**src/rtl/osc_sample_ctrl_pkg.sv**
```systemverilog
// osc_sample_ctrl_pkg: controller state encoding and sample word sizing.
// OSC_SAMPLE_INDEX_EN widens each stored sample by the burst index.
package osc_sample_ctrl_pkg;
  typedef enum logic [1:0] {IDLE, RECORD, CAPTURE, GAP} state_t;
`ifdef OSC_SAMPLE_INDEX_EN
  localparam bit INDEX_EN = 1'b1;
`else
  localparam bit INDEX_EN = 1'b0;
`endif
  function automatic int sample_w(int sum_w, int cfg_w);
    return sum_w + (INDEX_EN ? cfg_w : 0);
  endfunction
endpackage

```
**src/rtl/osc_sample_ctrl_sample_fifo.sv**
```systemverilog
// osc_sample_ctrl_sample_fifo: single-clock FIFO, wrap-bit pointers; a write on full succeeds only alongside a read.
module osc_sample_ctrl_sample_fifo #(
  parameter int W = 16,
  parameter int DEPTH = 16
) (
  input  logic         clk,
  input  logic         rst_n,
  input  logic         wr,
  input  logic [W-1:0] din,
  input  logic         rd,
  output logic [W-1:0] dout,
  output logic         full,
  output logic         empty
);
  localparam int AW = $clog2(DEPTH);
  logic [W-1:0] mem [DEPTH];
  logic [AW:0] wp, rp;
  logic do_wr, do_rd;
  assign empty = wp == rp;
  assign full = (wp[AW] != rp[AW]) && (wp[AW-1:0] == rp[AW-1:0]);
  assign do_rd = rd && !empty;
  assign do_wr = wr && (!full || do_rd);
  assign dout = mem[rp[AW-1:0]];
  always_ff @(posedge clk or negedge rst_n)
    if (!rst_n) begin
      wp <= '0;
      rp <= '0;
    end else begin
      if (do_wr) wp <= wp + 1'b1;
      if (do_rd) rp <= rp + 1'b1;
    end
  always_ff @(posedge clk)
    if (do_wr) mem[wp[AW-1:0]] <= din;
endmodule

```
**src/rtl/osc_sample_ctrl.sv**
```systemverilog
// osc_sample_ctrl: drives RECORDING windows into the oscillator bank and queues each window sum for readout.
// OSC_SAMPLE_INDEX_EN: DATA = {burst index, sum}; otherwise DATA = sum.
module osc_sample_ctrl
  import osc_sample_ctrl_pkg::*;
#(
  parameter int COUNTER_LENGTH = 16,
  parameter int FIFO_DEPTH = 16,
  parameter int GAP_LEN = 2,
  parameter int CFG_W = 16
) (
  input  logic                                      CLOCK,
  input  logic                                      RESET,
  input  logic                                      START,
  input  logic                                      STOP,
  input  logic [CFG_W-1:0]                          WINDOW_CYCLES,
  input  logic [CFG_W-1:0]                          NUM_SAMPLES,
  input  logic [COUNTER_LENGTH-1:0]                 OSC_SUM,
  output logic                                      RECORDING,
  output logic [sample_w(COUNTER_LENGTH, CFG_W)-1:0] DATA,
  output logic                                      VALID,
  input  logic                                      READY,
  output logic                                      BUSY,
  output logic                                      OVERFLOW,
  input  logic                                      CLEAR_OVF
);
  localparam int SW = sample_w(COUNTER_LENGTH, CFG_W);
  localparam int GW = $clog2(GAP_LEN + 2);
  state_t state;
  logic [CFG_W-1:0] win_cnt, win_last, num, cnt, cnt_inc;
  logic [GW-1:0] gap_cnt;
  logic [SW-1:0] din;
  logic stop_pend, stop_now, done, push, pop, full, empty, ovf_set;
  assign push = state == CAPTURE;
  assign pop = READY && !empty;
  assign ovf_set = push && full && !pop;
  assign cnt_inc = cnt + 1'b1;
  assign stop_now = stop_pend || STOP;
  assign done = stop_now || (num != '0 && cnt_inc == num);
  assign VALID = !empty;
  // The sample counter doubles as the 0-based burst index; dropped captures still advance it.
`ifdef OSC_SAMPLE_INDEX_EN
  assign din = {cnt, OSC_SUM};
`else
  assign din = OSC_SUM;
`endif
  osc_sample_ctrl_sample_fifo #(.W(SW), .DEPTH(FIFO_DEPTH)) u_fifo (
    .clk(CLOCK), .rst_n(RESET), .wr(push), .din(din), .rd(READY),
    .dout(DATA), .full(full), .empty(empty)
  );
  always_ff @(posedge CLOCK or negedge RESET)
    if (!RESET) begin
      state <= IDLE;
      RECORDING <= 1'b0;
      BUSY <= 1'b0;
      OVERFLOW <= 1'b0;
      stop_pend <= 1'b0;
      win_cnt <= '0;
      win_last <= '0;
      num <= '0;
      cnt <= '0;
      gap_cnt <= '0;
    end else begin
      OVERFLOW <= ovf_set || (OVERFLOW && !CLEAR_OVF);
      if (STOP && state != IDLE) stop_pend <= 1'b1;
      unique case (state)
        IDLE: if (START) begin
          state <= RECORD;
          RECORDING <= 1'b1;
          BUSY <= 1'b1;
          win_cnt <= '0;
          cnt <= '0;
          win_last <= (WINDOW_CYCLES == '0) ? '0 : WINDOW_CYCLES - 1'b1;
          num <= NUM_SAMPLES;
        end
        RECORD: if (win_cnt == win_last) begin
          state <= CAPTURE;
          RECORDING <= 1'b0;
        end else win_cnt <= win_cnt + 1'b1;
        CAPTURE: begin
          cnt <= cnt_inc;
          if (done) begin
            state <= IDLE;
            BUSY <= 1'b0;
            stop_pend <= 1'b0;
          end else if (GAP_LEN == 0) begin
            state <= RECORD;
            RECORDING <= 1'b1;
            win_cnt <= '0;
          end else begin
            state <= GAP;
            gap_cnt <= '0;
          end
        end
        GAP: if (stop_now) begin
          state <= IDLE;
          BUSY <= 1'b0;
          stop_pend <= 1'b0;
        end else if (gap_cnt == GW'(GAP_LEN - 1)) begin
          state <= RECORD;
          RECORDING <= 1'b1;
          win_cnt <= '0;
        end else gap_cnt <= gap_cnt + 1'b1;
        default: state <= IDLE;
      endcase
    end
endmodule

```
**config.mk**
```make
export PLATFORM = sky130hd
export DESIGN_NAME = osc_sample_ctrl
export DESIGN_NICKNAME = d
export VERILOG_FILES = /design/src/rtl/osc_sample_ctrl_pkg.sv /design/src/rtl/osc_sample_ctrl_sample_fifo.sv /design/src/rtl/osc_sample_ctrl.sv
export SDC_FILE = /design/constraint.sdc
export NUM_CORES = 1
export LEC_CHECK = 0
export CAP_MARGIN = 20
export CORE_UTILIZATION = 60
export CTS_BUF_LIST = sky130_fd_sc_hd__clkbuf_2
export CTS_CLUSTER_SIZE = 30
export DETAILED_ROUTE_END_ITERATION = 16
export GPL_TIMING_DRIVEN = 0
export PLACE_DENSITY_LB_ADDON = 0.15
export REMOVE_ABC_BUFFERS = 1
export SYNTH_ARGS = -nofsm -noshare
export SYNTH_HDL_FRONTEND = slang
export SYNTH_SLANG_ARGS = --single-unit
```
**constraint.sdc**
```tcl
create_clock -name CLOCK -period 4.5 [get_ports CLOCK]
set_input_delay 0.9 -clock CLOCK [delete_from_list [all_inputs] [get_ports CLOCK]]
set_output_delay 0.9 -clock CLOCK [all_outputs]
set_load 0.005 [all_outputs]
```
==> out/metrics.yaml, run 1 <==
ys_top_cells_by_area: "edfxtp_1, dfrtp_1, mux4_2"
syn_area_per_cell_um2: 16.11
grt_pass1_wl_um: 46100
route.met3.wl_um: 1686
yosys.area.top_type: "edfxtp_1"
cp_slowest_cell: "mux4_2"
globalplace.congestion: 0.8819
worstPathRequired_ns: 3.60
arrival_ns: 3.16
cellPowerDensity_nw_per_um2: 549.5
min_period_ns: 4.065
met2_length_um: 15220
synth-seq-area-share: 0.6650
start_util: 0.6184
rsz0062_at_grt: "no"
relSlewSlack: 0.3809
crit_path_end_kind: "output pin"
yosysMostFrequentCell: "edfxtp_1"
async_flop_share: 0.2426
synth_warnings: 0
setup-violations-final: 0
grt_overflow: 0
worst_pin_slew_ns: 0.9286
synth_top_cell_area_share: 0.5249
max_freq_ghz: 0.2460
top_layer: "met4"
wl_met1_um: 12400
postCtsResizedCells: 0
worstSetupStartpoint: "u_fifo.rp[0]"
die_area_um2: 25040
drt_iter0_markers: 589
max_stage_delay_ns: 0.57
ir_drop_v: 0.0003770
pwr-share-seq: 0.452
nets: 1121
regToRegSetupSlack_ns: 1.18
areaGrowthSynthToFinish_pct: 15.03
clock_sink_count: 338
clk_path_buf_depth: 3
dp_hpwl_um: 18820
crit_top_cell: "mux4_2"
worstSetupPathType: "reg2out"
clkTransAtPathRegs_ns: 0.13
pin_count: 74
switchingPower_w: 0.003060
ant_nets: 0
detail_route.first_pass.iterations: 5
htreeDepth: 3
outcome: "complete, no violations"
clkPwrFrac: 0.204
synth.distinct_cells: 63
synthTopCellsByCount: "edfxtp_1, dfrtp_1, mux4_2"
netlist_area_um2: 14650
crit_path_start_kind: "flop"
grt_usage: 0.2522
viasPerCell: 5.941
route.detailed.drc: 0
synthCells: 909
min_path_type: "in2async"
synth_flop_cell: "edfxtp_1"
antenna_found_initial: 1
maxCapViolCount: 0
combPwrFrac: 0.344
grt_max_degree: 69
drive_above_1_share: 0.2561
die_h_um: 158.2
vias: 8513
coreArea_um2: 23680
layoutNonFillerInstCount: 1433
numCtsBuffers: 81
hold_violations: 0
cts_tree: "yes"
insertion_delay_ns: 0.89
fin_skew_ns: 0.08051
synth_edf_count: 256
slew_viol_final: 0
dp_cells: 1282
leakage_nw: 6.048
die_x_um: 158.2
placementRows: 56
grt_pass1_vias: 8518
portBuffers: 73
wl_per_cell_um: 20.82
switching_share: 0.3306
finalPower_w: 0.009256
p_int_w: 0.006197
crit_chain: "buf_16 -> mux4_2 -> mux4_2 -> clkdlybuf4s50_1"
worstPathMaxFanout: 39
reg2reg_from: "u_fifo.rp[2]"
wl_um: 29830
synth_seq_cells: 338
clk_root_buffer_cell: "clkbuf_2"
finalCritPeriodShare: 0.9033
-- cell type report --
cell class | count | area, um2
multi-input combinational | 512 | 4706
antenna | 1 | 2.502
sequential | 338 | 9748
fill | 1646 | 6837
clock buffer | 114 | 570.5
clock inverter | 29 | 138.9
inverter | 14 | 52.55
timing repair buffer | 106 | 1229
tap | 319 | 399.1
-- routing by layer --
layer,global-route usage,vias up
met1,0.3336,4278
met3,0.04626,45
met4,0.1003,0
met5,0,-
met2,0.4169,284
li1,-,3906
-- logic make-up after synthesis --
logic type                 Yosys count  share of synthesized area
AOI/OAI and AO/OA                  118                    0.05348
xor gates and xnor gates            60                    0.03588
adders and majority gates           14                    0.01196
buffers and inverters               59                    0.01709
DFF                                338                     0.6650
muxes                              102                     0.1399
and+or+nand+nor                    218                    0.07672
-- what timing repair did --
item                                   CTS  global route
hold buffers                             1             0
setup buffers                            1             4
endpoints found under the hold margin   14             0
setup endpoints to repair               11             7
-- state kept, by name, indices dropped and copies added, names as in the netlist --
| name | count |
|---|---|
| u_fifo.mem | 256 |
| cnt | 16 |
| num | 16 |
| win_cnt | 16 |
| win_last | 16 |
| u_fifo.rp | 5 |
| u_fifo.wp | 5 |
| gap_cnt | 2 |
| state | 2 |
| BUSY | 1 |
| OVERFLOW | 1 |
| RECORDING | 1 |
| stop_pend | 1 |
-- cell usage in the layout, fill, tap and decap left out, drive strengths merged, types with 7 or more instances in the layout --
cell type and instances:
ha 14, clkbuf 114, a22o 15, o31ai 8, nor2 32, clkinv 25
a21o 11, nor2b 7, edfxtp 256, mux4 80, buf 33, nand2 73
mux2 18, nand2b 11, dfrtp 82, inv 16, xnor2 30, nor3 23
nand3 16, nor4 14, o21ai 46, a21oi 12, xor2 30, clkdlybuf4s50 72
nand4 13, or3 8
-- power by group through the flow --
stage | registers [W] | clock network, W | logic (W)
3_5_place_dp | 0.00437 | 0 | 0.00302
4_1_cts | 0.00426 | 0.00193 | 0.00309
2_1_floorplan | 0.00433 | 0 | 0.00192
6_report | 0.00419 | 0.00189 | 0.00319
5_1_grt | 0.00424 | 0.00208 | 0.00346
3_3_place_gp | 0.00456 | 0 | 0.00272
-- critical path: cells and delay by family (launching register included) --
kind / cells / cell delay (ns)
buf+inv: 2 / 0.75
flops: 1 / 0.48
mux: 2 / 1.06
-- final timing paths --
check,to,depth (start not counted)
worst max-delay path,DATA[5],4
worst min register to register,u_fifo.wp[4],1
worst min-delay path,win_cnt[8],2
worst max register to register,u_fifo.mem[0][1],7
max in group asynchronous,cnt[6],3
min in group CLOCK,u_fifo.wp[4],1
-- through the flow --
stage / setup TNS (ns) / area [um2] / utilization / worst slack [ns] / hold WS, ns
finish: 0 / 16850 / 0.7113 / 0.4351 / 0.4295
global route: 0 / 16850 / 0.7113 / 0.2688 / 0.3687
CTS: 0 / 16790 / 0.7088 / 0.05632 / 0.3771
detailed placement: 0 / 16050 / 0.6776 / 0.8209 / 0.4805
global placement: -661.25 / 15580 / 0.6578 / -3.113 / 0.4816
floorplan: -54.52 / 14450 / - / -0.5653 / 0.4617
Note: power is estimated with default switching activity, not from simulation.
==> run 2, diff against run 1 <==
--- a/config.mk
+++ b/config.mk
@@ -11,7 +11,7 @@
 export CTS_CLUSTER_SIZE = 30
 export DETAILED_ROUTE_END_ITERATION = 16
 export GPL_TIMING_DRIVEN = 0
-export PLACE_DENSITY_LB_ADDON = 0.15
+export PLACE_DENSITY = 0.83
 export REMOVE_ABC_BUFFERS = 1
 export SYNTH_ARGS = -nofsm -noshare
 export SYNTH_HDL_FRONTEND = slang
==> out/metrics.yaml, run 2 (synthesized netlist as in run 1, its figures left out) <==
areaGrowthSynthToFinish_pct: 15.05  # was 15.03%
viasPerCell: 6.030  # was 5.941
hold_violations: 0  # unchanged
min_path_type: "in2async"  # unchanged
globalplace.congestion: 0.8460  # was 0.8819
vias: 8653  # was 8513
grt_overflow: 0  # unchanged
grt_pass1_wl_um: 47500  # was 46100 um
setup-violations-final: 0  # unchanged
arrival_ns: 3.25  # was 3.16 ns
final_cell_mix: "edfxtp_1, clkbuf_2, mux4_2"  # unchanged
drive_above_1_share: 0.2565  # was 0.2561
start_util: 0.6184  # unchanged
coreArea_um2: 23680  # unchanged
rsz0062_at_grt: "no"  # unchanged
clkTransAtPathRegs_ns: 0.11  # was 0.13 ns
insertion_delay_ns: 0.87  # was 0.89 ns
crit_path_end_kind: "output pin"  # unchanged
route.detailed.drc: 0  # unchanged
htreeDepth: 3  # unchanged
grt_pass1_vias: 8772  # was 8518
ant_nets: 0  # unchanged
grt_max_degree: 63  # was 69
crit_path_start_kind: "flop"  # unchanged
wl_um: 30140  # was 29830 um
die_h_um: 158.2  # unchanged
portBuffers: 73  # unchanged
worst_pin_slew_ns: 0.9253  # was 0.9286 ns
max_freq_ghz: 0.2410  # was 0.2460 GHz
cellPowerDensity_nw_per_um2: 552.9  # was 549.5 nW/um2
clock_sink_count: 338  # unchanged
numCtsBuffers: 82  # was 81
min_period_ns: 4.150  # was 4.065 ns
maxCapViolCount: 0  # unchanged
fin_skew_ns: 0.06881  # was 0.08051 ns
tns_ns: 0  # unchanged
largest_reg_flops: 256  # unchanged
leakage_nw: 6.053  # was 6.048 nW
ir_drop_v: 0.0004640  # was 0.0003770 V
clk_root_buffer_cell: "clkbuf_2"  # unchanged
final_common_cell: "edfxtp_1"  # unchanged
wl_per_cell_um: 21.00  # was 20.82 um
dp_cells: 1281  # was 1282
slew_viol_final: 0  # unchanged
drt_iter0_markers: 652  # was 589
cts_tree: "yes"  # unchanged
detail_route.first_pass.iterations: 4  # was 5
pin_count: 74  # unchanged
nets: 1119  # was 1121
finalCritPeriodShare: 0.9221  # was 0.9033
dp_hpwl_um: 19190  # was 18820 um
placementRows: 56  # unchanged
layoutNonFillerInstCount: 1435  # was 1433
grt_usage: 0.2588  # was 0.2522
antenna_found_initial: 2  # was 1
worstPathRequired_ns: 3.60  # about the same
die_x_um: 158.2  # unchanged
relSlewSlack: 0.3831  # was 0.3809
worstSetupPathType: "reg2out"  # unchanged
outcome: "complete, no violations"  # unchanged
die_area_um2: 25040  # unchanged
worstPathMaxFanout: 41  # was 39
clk_path_buf_depth: 3  # unchanged
==> run 2: cell count changes in the layout (fill, tap and decap cells not counted) <==
cell and delta:
clkinv_2 +1, clkinvlp_4 +1, clkbuf_2 +3, buf_12 -1, clkinv_1 +1, inv_6 -2
clkinv_4 -1, buf_6 +2, bufinv_16 +1, buf_4 -3, inv_2 +1, buf_8 -1
==> run 2: path summary, 6_finish.rpt <==
check / startpoint / endpoint / slack (ns) / cells after the start
max: u_fifo.rp[1] / DATA[4] / 0.35 / 4
min: RESET / win_last[1] / 0.45 / 2
max reg2reg: u_fifo.rp[2] / u_fifo.mem[0][9] / 1.21 / 7
min reg2reg: u_fifo.wp[4] / u_fifo.wp[4] / 0.50 / 1
max in group asynchronous: RESET / cnt[6] / 3.38 / 3
min in group CLOCK: u_fifo.wp[4] / u_fifo.wp[4] / 0.50 / 1
==> run 2: metal layers <==
metal	GRT usage	wire, um	share of wire
met2	0.4290	15620	0.52
met5	0	13	0.00043
met1	0.3413	12110	0.40
met4	0.08608	329	0.011
met3	0.05749	2068	0.069
==> run 2: cell type report <==
class,count,area [um2]
sequential,338,9748
fill,1611,6833
multi-input combinational,512,4706
timing repair buffer,103,1194
clock buffer,117,585.6
tap,319,399.1
clock inverter,31,162.7
inverter,14,52.55
antenna,1,2.502
==> run 2: where the power goes <==
| group | leakage, nW | switching [W] | total [W] | internal [W] |
|---|---|---|---|---|
| Sequential | 3.35 | 0.000477 | 0.00426 | 0.00378 |
| Clock | 0.555 | 0.00119 | 0.00196 | 0.000764 |
| Combinational | 2.14 | 0.00140 | 0.00310 | 0.00170 |
==> run 2: metrics by stage <==
| stage | total power, W | setup WS [ns] | cell area (um2) | hold WS (ns) | utilization |
|---|---|---|---|---|---|
| finish | 0.009316 | 0.3504 | 16850 | 0.4493 | 0.7115 |
| global route | 0.009859 | 0.2145 | 16850 | 0.3996 | 0.7115 |
| CTS | 0.009387 | 0.06268 | 16820 | 0.3915 | 0.7101 |
| detailed placement | 0.007391 | 0.8165 | 16030 | 0.4799 | 0.6769 |
| global placement | 0.007259 | -2.905 | 15580 | 0.4768 | 0.6578 |
| floorplan | 0.006246 | -0.5653 | 14450 | 0.4617 | - |
==> run 2: repair_timing <==
| item | CTS | global route |
|---|---|---|
| setup endpoints to repair | 11 | 3 |
| resized for setup | 0 | 0 |
| hold endpoints to repair | 20 | 0 |
| hold buffers | 1 | 0 |
| setup buffers | 1 | 1 |
==> run 2: critical path, stage by stage, from the launching register on <==
cell	delay (ns)
dfrtp_4	0.73
buf_16	0.29
mux4_2	0.35
mux4_2	0.52
clkdlybuf4s50_1	0.47
